<file path="src/rtl/tron_pkg.sv">
// Shared constants, state encodings and requester ids for the Tron plot arbiter.
// The field is 100x100 pixels; coordinates above X_MAX/Y_MAX are off-screen.
package tron_pkg;

  localparam int X_W   = 7;
  localparam int Y_W   = 7;
  localparam int COL_W = 3;

  localparam logic [X_W-1:0]   X_MAX     = 7'd99;
  localparam logic [Y_W-1:0]   Y_MAX     = 7'd99;
  localparam logic [COL_W-1:0] BG_COLOUR = 3'b000;

  typedef enum logic {
    IDLE  = 1'b0,
    CLEAR = 1'b1
  } state_e;

  typedef enum logic {
    P1 = 1'b0,
    P2 = 1'b1
  } req_id_e;

  function automatic logic in_field(input logic [X_W-1:0] x, input logic [Y_W-1:0] y);
    return (x <= X_MAX) && (y <= Y_MAX);
  endfunction

endpackage

</file>
<file path="src/rtl/tron_plot_arbiter_if.sv">
// Bundle of the player request channels, clear control and VGA write port.
// The arbiter is the slave; the game top (or bench) drives the master side.
interface tron_plot_arbiter_if;
  import tron_pkg::*;

  logic             clear_req;
  logic             clear_busy;

  logic             p1_req;
  logic [X_W-1:0]   p1_x;
  logic [Y_W-1:0]   p1_y;
  logic [COL_W-1:0] p1_colour;
  logic             p1_grant;

  logic             p2_req;
  logic [X_W-1:0]   p2_x;
  logic [Y_W-1:0]   p2_y;
  logic [COL_W-1:0] p2_colour;
  logic             p2_grant;

  logic [X_W-1:0]   vga_x;
  logic [Y_W-1:0]   vga_y;
  logic [COL_W-1:0] vga_colour;
  logic             vga_plot;
  logic             oob_err;

  modport master (
    output clear_req,
    output p1_req, p1_x, p1_y, p1_colour,
    output p2_req, p2_x, p2_y, p2_colour,
    input  clear_busy, p1_grant, p2_grant,
    input  vga_x, vga_y, vga_colour, vga_plot, oob_err
  );

  modport slave (
    input  clear_req,
    input  p1_req, p1_x, p1_y, p1_colour,
    input  p2_req, p2_x, p2_y, p2_colour,
    output clear_busy, p1_grant, p2_grant,
    output vga_x, vga_y, vga_colour, vga_plot, oob_err
  );

endinterface

</file>
<file path="src/rtl/tron_clear_counter.sv">
// Raster x/y counter for the screen clear, x fastest, wrapping to (0,0) after the last pixel.
// start forces (0,0); en advances by one pixel; last flags (X_MAX, Y_MAX).
module tron_clear_counter
  import tron_pkg::*;
(
  input  logic           clk,
  input  logic           reset_n,
  input  logic           start,
  input  logic           en,
  output logic [X_W-1:0] x,
  output logic [Y_W-1:0] y,
  output logic           last
);

  logic [X_W-1:0] x_q, x_d;
  logic [Y_W-1:0] y_q, y_d;

  always_ff @(posedge clk or negedge reset_n) begin
    if (!reset_n) begin
      x_q <= '0;
      y_q <= '0;
    end else begin
      x_q <= x_d;
      y_q <= y_d;
    end
  end

  assign last = (x_q == X_MAX) && (y_q == Y_MAX);

  always_comb begin
    x_d = x_q;
    y_d = y_q;
    if (start) begin
      x_d = '0;
      y_d = '0;
    end else if (en) begin
      if (x_q == X_MAX) begin
        x_d = '0;
        y_d = last ? '0 : y_q + Y_W'(1);
      end else begin
        x_d = x_q + X_W'(1);
      end
    end
  end

  assign x = x_q;
  assign y = y_q;

endmodule

</file>
<file path="src/rtl/tron_plot_arbiter.sv">
// Sole owner of the VGA write port: round-robin between the two players, with a
// full-screen clear sweep taking priority. All outputs come straight from flops.
module tron_plot_arbiter
  import tron_pkg::*;
(
  input  logic               clk,
  input  logic               reset_n,
  tron_plot_arbiter_if.slave bus
);

  state_e           state_q, state_d;
  req_id_e          rr_q, rr_d;
  logic             p1_grant_q, p1_grant_d;
  logic             p2_grant_q, p2_grant_d;
  logic [X_W-1:0]   vga_x_q, vga_x_d;
  logic [Y_W-1:0]   vga_y_q, vga_y_d;
  logic [COL_W-1:0] vga_colour_q, vga_colour_d;
  logic             vga_plot_q, vga_plot_d;
  logic             clear_busy_q, clear_busy_d;
  logic             oob_err_q, oob_err_d;

  logic             cnt_start, cnt_en, cnt_last;
  logic [X_W-1:0]   cnt_x;
  logic [Y_W-1:0]   cnt_y;

  logic             p1_elig, p2_elig, win_valid;
  req_id_e          win_id;
  logic [X_W-1:0]   win_x;
  logic [Y_W-1:0]   win_y;
  logic [COL_W-1:0] win_colour;

  tron_clear_counter u_clear_cnt (
    .clk     (clk),
    .reset_n (reset_n),
    .start   (cnt_start),
    .en      (cnt_en),
    .x       (cnt_x),
    .y       (cnt_y),
    .last    (cnt_last)
  );

  always_ff @(posedge clk or negedge reset_n) begin
    if (!reset_n) begin
      state_q      <= IDLE;
      rr_q         <= P2;
      p1_grant_q   <= 1'b0;
      p2_grant_q   <= 1'b0;
      vga_x_q      <= '0;
      vga_y_q      <= '0;
      vga_colour_q <= '0;
      vga_plot_q   <= 1'b0;
      clear_busy_q <= 1'b0;
      oob_err_q    <= 1'b0;
    end else begin
      state_q      <= state_d;
      rr_q         <= rr_d;
      p1_grant_q   <= p1_grant_d;
      p2_grant_q   <= p2_grant_d;
      vga_x_q      <= vga_x_d;
      vga_y_q      <= vga_y_d;
      vga_colour_q <= vga_colour_d;
      vga_plot_q   <= vga_plot_d;
      clear_busy_q <= clear_busy_d;
      oob_err_q    <= oob_err_d;
    end
  end

  // A player granted this cycle sits out the edge that ends the grant cycle.
  always_comb begin
    p1_elig   = bus.p1_req & ~p1_grant_q;
    p2_elig   = bus.p2_req & ~p2_grant_q;
    win_valid = p1_elig | p2_elig;
    if (p1_elig && p2_elig) begin
      win_id = (rr_q == P1) ? P2 : P1;
    end else if (p1_elig) begin
      win_id = P1;
    end else begin
      win_id = P2;
    end
    win_x      = (win_id == P1) ? bus.p1_x      : bus.p2_x;
    win_y      = (win_id == P1) ? bus.p1_y      : bus.p2_y;
    win_colour = (win_id == P1) ? bus.p1_colour : bus.p2_colour;
  end

  always_comb begin
    state_d = state_q;
    case (state_q)
      IDLE:    if (bus.clear_req) state_d = CLEAR;
      CLEAR:   if (cnt_last) state_d = IDLE;
      default: state_d = IDLE;
    endcase
  end

  // The counter idles at (0,0), so the edge that starts a clear emits it directly.
  always_comb begin
    p1_grant_d   = 1'b0;
    p2_grant_d   = 1'b0;
    vga_x_d      = vga_x_q;
    vga_y_d      = vga_y_q;
    vga_colour_d = vga_colour_q;
    vga_plot_d   = 1'b0;
    clear_busy_d = 1'b0;
    oob_err_d    = oob_err_q;
    rr_d         = rr_q;
    cnt_start    = 1'b0;
    cnt_en       = 1'b0;
    case (state_q)
      IDLE: begin
        if (bus.clear_req) begin
          vga_x_d      = cnt_x;
          vga_y_d      = cnt_y;
          vga_colour_d = BG_COLOUR;
          vga_plot_d   = 1'b1;
          clear_busy_d = 1'b1;
          cnt_en       = 1'b1;
        end else begin
          cnt_start = 1'b1;
          if (win_valid) begin
            p1_grant_d   = (win_id == P1);
            p2_grant_d   = (win_id == P2);
            rr_d         = win_id;
            vga_x_d      = win_x;
            vga_y_d      = win_y;
            vga_colour_d = win_colour;
            if (in_field(win_x, win_y)) begin
              vga_plot_d = 1'b1;
            end else begin
              oob_err_d = 1'b1;
            end
          end
        end
      end
      CLEAR: begin
        vga_x_d      = cnt_x;
        vga_y_d      = cnt_y;
        vga_colour_d = BG_COLOUR;
        vga_plot_d   = 1'b1;
        clear_busy_d = 1'b1;
        cnt_en       = 1'b1;
      end
      default: ;
    endcase
  end

  assign bus.p1_grant   = p1_grant_q;
  assign bus.p2_grant   = p2_grant_q;
  assign bus.vga_x      = vga_x_q;
  assign bus.vga_y      = vga_y_q;
  assign bus.vga_colour = vga_colour_q;
  assign bus.vga_plot   = vga_plot_q;
  assign bus.clear_busy = clear_busy_q;
  assign bus.oob_err    = oob_err_q;

endmodule

</file>
<file path="src/flat_wrapper.sv">
// flat-port wrapper written by rule: the top's interface ports become plain ports
module tron_plot_arbiter_flat import tron_pkg::*;
  (clk, reset_n, bus_clear_req, bus_p1_req, bus_p1_x, bus_p1_y, bus_p1_colour, bus_p2_req, bus_p2_x, bus_p2_y, bus_p2_colour, bus_clear_busy, bus_p1_grant, bus_p2_grant, bus_vga_x, bus_vga_y, bus_vga_colour, bus_vga_plot, bus_oob_err);
  tron_plot_arbiter_if bus_i ();
  input  logic clk;
  input  logic reset_n;
  input wire logic [$bits(bus_i.clear_req)-1:0] bus_clear_req;
  input wire logic [$bits(bus_i.p1_req)-1:0] bus_p1_req;
  input wire logic [$bits(bus_i.p1_x)-1:0] bus_p1_x;
  input wire logic [$bits(bus_i.p1_y)-1:0] bus_p1_y;
  input wire logic [$bits(bus_i.p1_colour)-1:0] bus_p1_colour;
  input wire logic [$bits(bus_i.p2_req)-1:0] bus_p2_req;
  input wire logic [$bits(bus_i.p2_x)-1:0] bus_p2_x;
  input wire logic [$bits(bus_i.p2_y)-1:0] bus_p2_y;
  input wire logic [$bits(bus_i.p2_colour)-1:0] bus_p2_colour;
  output wire logic [$bits(bus_i.clear_busy)-1:0] bus_clear_busy;
  output wire logic [$bits(bus_i.p1_grant)-1:0] bus_p1_grant;
  output wire logic [$bits(bus_i.p2_grant)-1:0] bus_p2_grant;
  output wire logic [$bits(bus_i.vga_x)-1:0] bus_vga_x;
  output wire logic [$bits(bus_i.vga_y)-1:0] bus_vga_y;
  output wire logic [$bits(bus_i.vga_colour)-1:0] bus_vga_colour;
  output wire logic [$bits(bus_i.vga_plot)-1:0] bus_vga_plot;
  output wire logic [$bits(bus_i.oob_err)-1:0] bus_oob_err;
  assign bus_i.clear_req = bus_clear_req;
  assign bus_i.p1_req = bus_p1_req;
  assign bus_i.p1_x = bus_p1_x;
  assign bus_i.p1_y = bus_p1_y;
  assign bus_i.p1_colour = bus_p1_colour;
  assign bus_i.p2_req = bus_p2_req;
  assign bus_i.p2_x = bus_p2_x;
  assign bus_i.p2_y = bus_p2_y;
  assign bus_i.p2_colour = bus_p2_colour;
  assign bus_clear_busy = bus_i.clear_busy;
  assign bus_p1_grant = bus_i.p1_grant;
  assign bus_p2_grant = bus_i.p2_grant;
  assign bus_vga_x = bus_i.vga_x;
  assign bus_vga_y = bus_i.vga_y;
  assign bus_vga_colour = bus_i.vga_colour;
  assign bus_vga_plot = bus_i.vga_plot;
  assign bus_oob_err = bus_i.oob_err;
  tron_plot_arbiter u_core (.clk(clk), .reset_n(reset_n), .bus(bus_i));
endmodule
</file>
<file path="config.mk">
export PLATFORM = sky130hd
export DESIGN_NAME = tron_plot_arbiter_flat
export DESIGN_NICKNAME = d
export VERILOG_FILES = /design/src/rtl/tron_pkg.sv /design/src/rtl/tron_plot_arbiter_if.sv /design/src/rtl/tron_clear_counter.sv /design/src/rtl/tron_plot_arbiter.sv /design/src/flat_wrapper.sv
export SDC_FILE = /design/constraint.sdc
export NUM_CORES = 1
export LEC_CHECK = 0
export ABC_AREA = 1
export CAP_MARGIN = 20
export CORE_MARGIN = 2
export CORE_UTILIZATION = 30
export DETAILED_ROUTE_END_ITERATION = 10
export PLACE_DENSITY_LB_ADDON = 0.1
export SYNTH_ARGS = -nofsm -noshare
export SYNTH_HDL_FRONTEND = slang
export SYNTH_SLANG_ARGS = --single-unit
</file>
<file path="constraint.sdc">
create_clock -name clk -period 3.3 [get_ports clk]
set_clock_uncertainty 0.05 [all_clocks]
set_input_delay 0.825 -clock clk [delete_from_list [all_inputs] [get_ports clk]]
set_output_delay 0.825 -clock clk [all_outputs]
set_load 0.05 [all_outputs]
</file>
==> results.toml, run 1 <==
[status]
status = "completed"

[global_routing]
grt_max_degree = 39
first_global_vias = 1801
globalRouteOverflowTotal = 0
grt_use_total = 0.148
grt_antenna_before_repair = 0
grt_pass1_wl_mm = 8.44

[sta]
min_period_over_period = 0.725
fmax_mhz = 418
rsz0062_at_grt = "false"
setup_viol = 0
hold_violations = 0
setup_tns_ns = 0
maxSlewHeadroom = 0.434
min_period_ns = 2.39
tightest_slew_ns = 0.848
maxSlewViolCount = 0

[finish]
antenna_cells = 0
syn_to_final_growth_pct = 36.2
fin_nets = 337
final_cell_area_sq_um = 2710
final_cells = 374
final_layout_size_suffix_gt1_frac = 0.0741

[detailed_routing]
post-route-drc-count = 0
wl_mm = 4.91
routed_via_density = 4.59
ant_nets = 0
drt_first_pass_iters = 4
num_vias = 1716
wire_per_inst_microns = 13.1
drtIter0Drc = 37

[power_and_ir_drop]
p_clk_frac = 0.183
power_frac_comb = 0.414
p_leak_nw = 1.24
switching_power_uw = 769
power_density_nw_per_um2 = 683
ir_drop_v = 0.000276
p_int_mw = 1.08
p_seq_frac = 0.403
swShare = 0.416

[floorplanning]
chipHeight_microns = 85.4
die_w_microns = 85.4
num_io_pins = 61
core_area_sq_um = 6390
start_util = 0.311
dieArea_sq_um = 7290
rows = 29

[logic_synthesis]
avgSynthCellArea_sq_um = 8.38
syn_nets = 278
synth_area_leader_cell = "dfrtp_1"
ys_seq_area_frac = 0.480
ys_ff_latch = 38
syn_area_sq_um = 1990
ys.flop_type = "dfrtp_1"
post_synth_num_cell_types = 30
syn_inst = 237
synth_async_sr_flop_share = 1.00
synthTopCellsByCount = "nand2_1, dfrtp_1, inv_1"
synthTopCellsByArea = "dfrtp_1, nand2_1, inv_1"
synth_edf_count = 0
synth_top_area_share = 0.466
yosysMostFrequentCell = "nand2_1"
yosysWarnings = 0

[place]
dp_hpwl_mm = 3.69
dp_cells = 366
port_buffers = 60
dpl-instance-area_sq_um = 2610
finalWeightedCongestion = 0.755

[worst_setup_path]
critPathTopFamily = "buffers and inverters"
path_buf_inv = 1
reg2reg_from = "u_core.u_clear_cnt.x[0]"
cp.depth = 1
worstPathMaxFanout = 2
crit_type = "flip-flop to primary output"
r2r_cells = 8
r2r_end = "u_core.u_clear_cnt.y[5]"
start_kind = "flip-flop"
required_ns = 2.42
critPathCaptureType = "primary output"
crit_chain = "clkdlybuf4s50_1"
slowest_delay_ns = 0.82
cpMaxStageDelayCell = "clkdlybuf4s50_1"
arrival_ns = 1.52
critPathLaunch = "u_core.bus.p1_grant"
rrSetupSlack_ns = 1.40

[clock_tree]
clk_pin_slew_ns = 0.07
cts_tree = "done"
post_cts_buffers = 0
cts-resized-gates = 0
cts_buffers = 5
clockRootBuffer = "clkbuf_8"
ctsHoldBuffers = 0
clk_latency_ns = 0.30
cts_num_sinks = 38
clockBufferDepth = 2
cts_max_level = 2

[min_path]
hold_start = "u_core.bus.oob_err"
hold_end = "u_core.bus.oob_err"
holdPathStages = 2
hp-class = "flip-flop to flip-flop"

[job]
drv_cap = 0
==> power groups by stage <==
stage	Combinational [mW]	Clock (mW)	Sequential, mW
2_1_floorplan	0.264	0	0.973
3_3_place_gp	0.769	0	0.754
3_5_place_dp	0.774	0	0.753
4_1_cts	0.777	0.345	0.747
5_1_grt	0.838	0.369	0.768
6_report	0.765	0.338	0.744
==> through the flow <==
stage | utilization | hold WS [ns] | power (mW) | worst slack, ns
3_3_place_gp | 0.409 | 0.401 | 1.52 | 0.728
6_report | 0.424 | 0.414 | 1.85 | 0.908
4_1_cts | 0.424 | 0.422 | 1.87 | 0.891
3_5_place_dp | 0.409 | 0.403 | 1.53 | 0.667
2_1_floorplan | - | 0.400 | 1.24 | 1.52
5_1_grt | 0.424 | 0.452 | 1.97 | 0.812
==> kinds of logic after synthesis <==
kind of cell / synth area share
adder cells (fa/ha/maj): 0.0126
AO/OA/AOI/OAI: 0.148
flip-flops: 0.480
buffers and inverters: 0.0964
XOR/XNOR: 0.0132
AND/OR/NAND/NOR: 0.250
==> routing by layer <==
metal,routed length (microns),vias up,part of all wire,GRT usage
li1,-,895,-,-
met1,2340,772,0.48,0.191
met3,220,8,0.045,0.0350
met2,2260,41,0.46,0.237
met5,0,-,0,0
met4,93,0,0.019,0.0620
==> cell usage in the layout (no fill, tap or decap), types with 2 or more instances in the layout <==
cell / count
o21ai_0: 22
a22oi_1: 13
o22ai_1: 2
nor2_1: 23
nand4_1: 2
dfrtp_1: 37
nor2_2: 2
clkbuf_8: 6
inv_1: 30
nand2_1: 46
nor2_4: 3
a21oi_1: 4
clkdlybuf4s50_1: 59
xor2_1: 2
nor3_1: 4
nand3_1: 13
ha_1: 2
o21bai_1: 2
o211ai_1: 3
inv_2: 4
nand3b_1: 7
==> how the worst max path moves through the flow <==
stage                               end  slack [ns]
finish                     bus_p1_grant        0.91
global route                u_core.rr_q        0.81
CTS                        bus_p1_grant        0.89
detailed placement          u_core.rr_q        0.67
global placement            u_core.rr_q        0.73
floorplan           u_core.bus.vga_plot        1.52
==> flip-flops by register name, indices dropped and copies added (netlist names) <==
signal and count:
u_core.u_clear_cnt.x 7, u_core.bus.clear_busy 1, u_core.bus.vga_x 7, u_core.bus.p1_grant 1, u_core.rr_q 1, u_core.bus.p2_grant 1, u_core.state_q 1, u_core.bus.oob_err 1
u_core.u_clear_cnt.y 7, u_core.bus.vga_colour 3, u_core.bus.vga_y 7, u_core.bus.vga_plot 1
==> cell type report <==
cell class / instances / area [sq um]
fillers: 656 / 3680
clock buffers: 7 / 86.3
clock inverters: 1 / 5.00
inverters: 34 / 128
repair buffers: 60 / 596
flip-flops and latches: 38 / 952
well taps: 77 / 96.3
multi-input cells: 157 / 842
Note: power is estimated with default switching activity, not from simulation.
==> run 2: changes to the inputs <==
clock period = 2.35 ns   (was 3.3 ns; I/O delays follow)
==> run 2 against run 1 <==
Die area unchanged. Clock power up 25%. Clock-buffer cell count unchanged. Via count is 3.0% higher. Largest cell class unchanged. Combinational power grew 41%. Global-route usage up 0.77 points. Largest power group unchanged. Sequential share of layout area down 0.73 points.
==> results.toml, run 2 (synthesis gave the netlist of run 1 again) <==
[clock_tree]
ctsHoldBuffers = 0
clk_latency_ns = 0.29
cts-resized-gates = 0
clockBufferDepth = 2
cts_max_level = 2
clk_pin_slew_ns = 0.08
cts_tree = "done"
clockRootBuffer = "clkbuf_8"
cts_buffers = 5
post_cts_buffers = 0
cts_num_sinks = 38

[finish]
layout_common_cells = "clkdlybuf4s50_1, nand2_1, dfrtp_1, inv_1, nor2_1"
syn_to_final_growth_pct = 39.1
n_fill_cell = 655
antenna_cells = 0
fin_nets = 345
seq_area_sq_um = 952
final_layout_size_suffix_gt1_frac = 0.0921
multi_input_area_sq_um = 842
final_common_cell = "clkdlybuf4s50_1"

[min_path]
hp-class = "input port to asynchronous set/reset pin"

[detailed_routing]
wl_mm = 5.03
post-route-drc-count = 0
drtIter0Drc = 76
routed_via_density = 4.64
ant_nets = 0
num_vias = 1767
wire_per_inst_microns = 13.2
drt_first_pass_iters = 4

[floorplanning]
chipHeight_microns = 85.4
num_io_pins = 61
die_w_microns = 85.4
core_area_sq_um = 6390
rows = 29
start_util = 0.311
dieArea_sq_um = 7290

[power_and_ir_drop]
power.total_mw = 2.55
p_leak_nw = 1.27
ir_drop_v = 0.000327
power_density_nw_per_um2 = 921

[worst_setup_path]
crit_chain = "clkdlybuf4s50_1"
required_ns = 1.71
critPathCaptureType = "primary output"
slowest_delay_ns = 0.82
start_kind = "flip-flop"
path_buf_inv = 1
crit_type = "flip-flop to primary output"
cpMaxStageDelayCell = "clkdlybuf4s50_1"
worstPathMaxFanout = 2
critPathTopFamily = "buffers and inverters"
arrival_ns = 1.51

[sta]
rsz0062_at_grt = "false"
min_period_ns = 2.15
setup_viol = 0
setup_tns_ns = 0
min_period_over_period = 0.915
hold_violations = 0
maxSlewViolCount = 0
maxSlewHeadroom = 0.640
fmax_mhz = 465
tightest_slew_ns = 0.539

[global_routing]
grt_max_degree = 39
grt_antenna_before_repair = 0
first_global_vias = 1818
globalRouteOverflowTotal = 0
grt_use_total = 0.155
grt_pass1_wl_mm = 8.83

[job]
drv_cap = 0

[place]
finalWeightedCongestion = 0.760
port_buffers = 60
dp_hpwl_mm = 3.95

[status]
status = "completed"
[run 2: changes by cell type in the layout (fill, tap and decap cells not counted), sizes merged]
| cell | delta |
|---|---|
| buf | +8 |
| clkinv | -1 |
[run 2: final cells by class]
cell class | instances | share of cell area
clock buffer | 7 | 0.0276
multi-input combinational | 157 | 0.305
inverter | 34 | 0.0462
timing repair buffer | 68 | 0.242
tap | 77 | 0.0349
sequential | 38 | 0.345
[run 2: final timing paths]
path	end	cells after the start	slack (ns)	from
hold reg to reg	u_core.u_clear_cnt.x[0]	1	0.44	u_core.u_clear_cnt.x[0]
min in group clk	u_core.u_clear_cnt.x[0]	1	0.44	u_core.u_clear_cnt.x[0]
setup / recovery	bus_p1_grant	1	0.20	u_core.bus.p1_grant
setup reg to reg	u_core.u_clear_cnt.y[0]	8	0.60	u_core.u_clear_cnt.x[0]
max in group asynchronous	u_core.rr_q	2	1.60	reset_n
hold / removal	u_core.u_clear_cnt.x[4]	2	0.29	reset_n
[run 2: metal layers]
layer,wire length (microns),GRT usage
met1,2280,0.199
met2,2390,0.256
met3,270,0.0399
met4,82,0.0519
met5,0,0
[run 2: report_power, final]
group / internal [mW] / switching, mW
sequential: 0.862 / 0.185
clock: 0.204 / 0.218
combinational: 0.418 / 0.658
total: 1.48 / 1.06
[run 2: stage by stage]
| stage | worst slack (ns) | cells | utilization | hold slack, ns | area, sq um |
|---|---|---|---|---|---|
| 2_1_floorplan | 0.731 | 237 | - | 0.242 | 1990 |
| 3_3_place_gp | 0.209 | 374 | 0.421 | 0.425 | 2690 |
| 3_5_place_dp | 0.150 | 374 | 0.421 | 0.427 | 2690 |
| 4_1_cts | 0.183 | 381 | 0.433 | 0.314 | 2760 |
| 5_1_grt | 0.150 | 381 | 0.433 | 0.337 | 2760 |
| 6_report | 0.201 | 381 | 0.433 | 0.294 | 2760 |
==> run 3: changes to the inputs <==
GPL_TIMING_DRIVEN = 0   (was unset)
SYNTH_HIERARCHICAL = 1   (was unset)
clock period = 2.3 ns   (was 2.35 ns; I/O delays follow)
==> run 3 against run 2 <==
Synthesized cell count increased by 15%. Via count is 10% higher. Utilization grew 0.15 points. Critical path depth is the same. Non-clock buffer count shrank 3. Sequential power is essentially flat. Power rose by 0.46%. Final cell count up 14%. Clock power up 32%. Critical path type unchanged. Largest power group is now sequential cells.
==> results.toml, run 3 <==
[worst_setup_path]
reg2reg_from = "u_core/state_q"
r2r_end = "u_core/bus.vga_y[4]"
start_kind = "flip-flop"
arrival_ns = 1.50
crit_type = "flip-flop to primary output"
critPathCaptureType = "primary output"
worstPathMaxFanout = 2
r2r_cells = 6
slowest_delay_ns = 0.82
rrSetupSlack_ns = 0.65
crit_chain = "clkdlybuf4s50_1"
required_ns = 1.67
cpMaxStageDelayCell = "clkdlybuf4s50_1"
path_buf_inv = 1
critPathTopFamily = "buffers and inverters"

[clock_tree]
cts_buffers = 5
clockBufferDepth = 2
cts-resized-gates = 0
clockRootBuffer = "clkbuf_8"
cts_max_level = 2
clk_pin_slew_ns = 0.08
cts_tree = "done"
post_cts_buffers = 0
ctsHoldBuffers = 0
cts_num_sinks = 38
clk_latency_ns = 0.28

[logic_synthesis]
yosysWarnings = 6
synthTopCellsByCount = "nand2_1, dfrtp_1, inv_1"
post_synth_num_cell_types = 31
syn_area_sq_um = 2160
ys_seq_area_frac = 0.440
ys_ff_latch = 38
ys.flop_type = "dfrtp_1"
synth_async_sr_flop_share = 1.00
synth_edf_count = 0
yosysMostFrequentCell = "nand2_1"
synth_top_area_share = 0.428
syn_nets = 314
avgSynthCellArea_sq_um = 7.92
synthTopCellsByArea = "dfrtp_1, nand2_1, inv_1"
syn_inst = 273
synth_area_leader_cell = "dfrtp_1"

[global_routing]
grt_pass1_wl_mm = 9.15
grt_antenna_before_repair = 0
globalRouteOverflowTotal = 0
first_global_vias = 1916
grt_max_degree = 39
grt_use_total = 0.150

[status]
status = "completed"

[min_path]
hp-class = "input port to asynchronous set/reset pin"

[detailed_routing]
drtIter0Drc = 97
num_vias = 1952
wire_per_inst_microns = 12.4
wl_mm = 5.43
routed_via_density = 4.48
ant_nets = 0
post-route-drc-count = 0
drt_first_pass_iters = 5

[floorplanning]
dieArea_sq_um = 7910
chipHeight_microns = 88.9
die_w_microns = 88.9
start_util = 0.315
num_io_pins = 61
core_area_sq_um = 6870
rows = 30

[power_and_ir_drop]
ir_drop_v = 0.000320
p_leak_nw = 1.40
power_frac_comb = 0.384
power.total_mw = 2.56
power_density_nw_per_um2 = 858
p_int_mw = 1.55
swShare = 0.395
switching_power_mw = 1.01
p_seq_frac = 0.398
p_clk_frac = 0.219

[job]
drv_cap = 0

[finish]
final_common_cell = "nand2_1"
antenna_cells = 0
layout_common_cells = "nand2_1, clkdlybuf4s50_1, dfrtp_1, inv_1, nor2_1"
final_layout_size_suffix_gt1_frac = 0.118
fin_nets = 380
syn_to_final_growth_pct = 37.8
n_fill_cell = 725
final_cell_area_sq_um = 2980

[sta]
hold_violations = 0
fmax_mhz = 472
min_period_ns = 2.12
setup_viol = 0
maxSlewHeadroom = 0.416
fin_hold_ws_ns = 0.351
tightest_slew_ns = 0.876
maxSlewViolCount = 0
min_period_over_period = 0.922
rsz0062_at_grt = "false"

[place]
dp_hpwl_mm = 4.12
port_buffers = 60
dpl-instance-area_sq_um = 2880
finalWeightedCongestion = 0.837
-- run 3: cell count changes in the layout (fill, tap and decap cells not counted), sizes merged, moves of 2 or more --
| cell | change |
|---|---|
| nand2 | +26 |
| nor2 | +10 |
| a22oi | -5 |
| nand3 | +5 |
| inv | +4 |
| nor3 | -4 |
| buf | -3 |
| o211ai | +3 |
| o22ai | -2 |
-- run 3: cells by family after synthesis --
family,after synthesis,synth area share
compound gates,44,0.131
xor+xnor,3,0.0121
fa+ha+maj,2,0.0116
buf+inv,44,0.0908
flops,38,0.440
simple gates,142,0.314
-- run 3: power groups by stage --
| stage | Clock (mW) | Combinational, mW | Sequential (mW) |
|---|---|---|---|
| after floorplan | 0 | 0.375 | 1.27 |
| after global placement | 0 | 0.983 | 1.03 |
| after detailed placement | 0 | 0.990 | 1.03 |
| after CTS | 0.582 | 0.992 | 1.02 |
| after global routing | 0.618 | 1.08 | 1.04 |
| final | 0.559 | 0.982 | 1.02 |
-- run 3: cell type report --
| class | count | area, sq um | share of cell area |
|---|---|---|---|
| Timing Repair Buffer | 60 | 596 | 0.200 |
| Inverter | 38 | 143 | 0.0478 |
| Buffer | 5 | 50.0 | 0.0168 |
| Multi-Input combinational cell | 191 | 1010 | 0.340 |
| Tap cell | 96 | 120 | 0.0403 |
| Clock inverter | 1 | 30.0 | 0.0101 |
| Clock buffer | 7 | 76.3 | 0.0256 |
| Sequential cell | 38 | 952 | 0.319 |
-- run 3: metrics by stage --
stage          instances  setup TNS [ns]  setup WS (ns)  utilization
2_1_floorplan        273               0          0.413            -
3_3_place_gp         429          -18.52         -0.397        0.420
3_5_place_dp         429           -4.08         -0.416        0.419
4_1_cts              436               0          0.158        0.434
5_1_grt              436               0          0.126        0.434
6_report             436               0          0.180        0.434
-- run 3: worst max path at each step --
stage,slack (ns),from,end,cells after the start
final,0.18,u_core/bus.p1_grant,bus_p1_grant,1
after global routing,0.13,bus_clear_req,u_core/u_clear_cnt/x[6],11
after CTS,0.16,u_core/bus.p1_grant,bus_p1_grant,1
after detailed placement,-0.42,bus_clear_req,u_core/u_clear_cnt/x[6],12
after global placement,-0.40,reset_n,u_core/state_q,1
after floorplan,0.41,bus_clear_req,u_core/u_clear_cnt/x[4],9
-- run 3: layer usage --
metal,part of all wire,vias up,track usage
li1,-,1008,-
met1,0.47,892,0.195
met2,0.47,46,0.246
met3,0.049,6,0.0452
met4,0.010,0,0.0372
met5,0,-,0
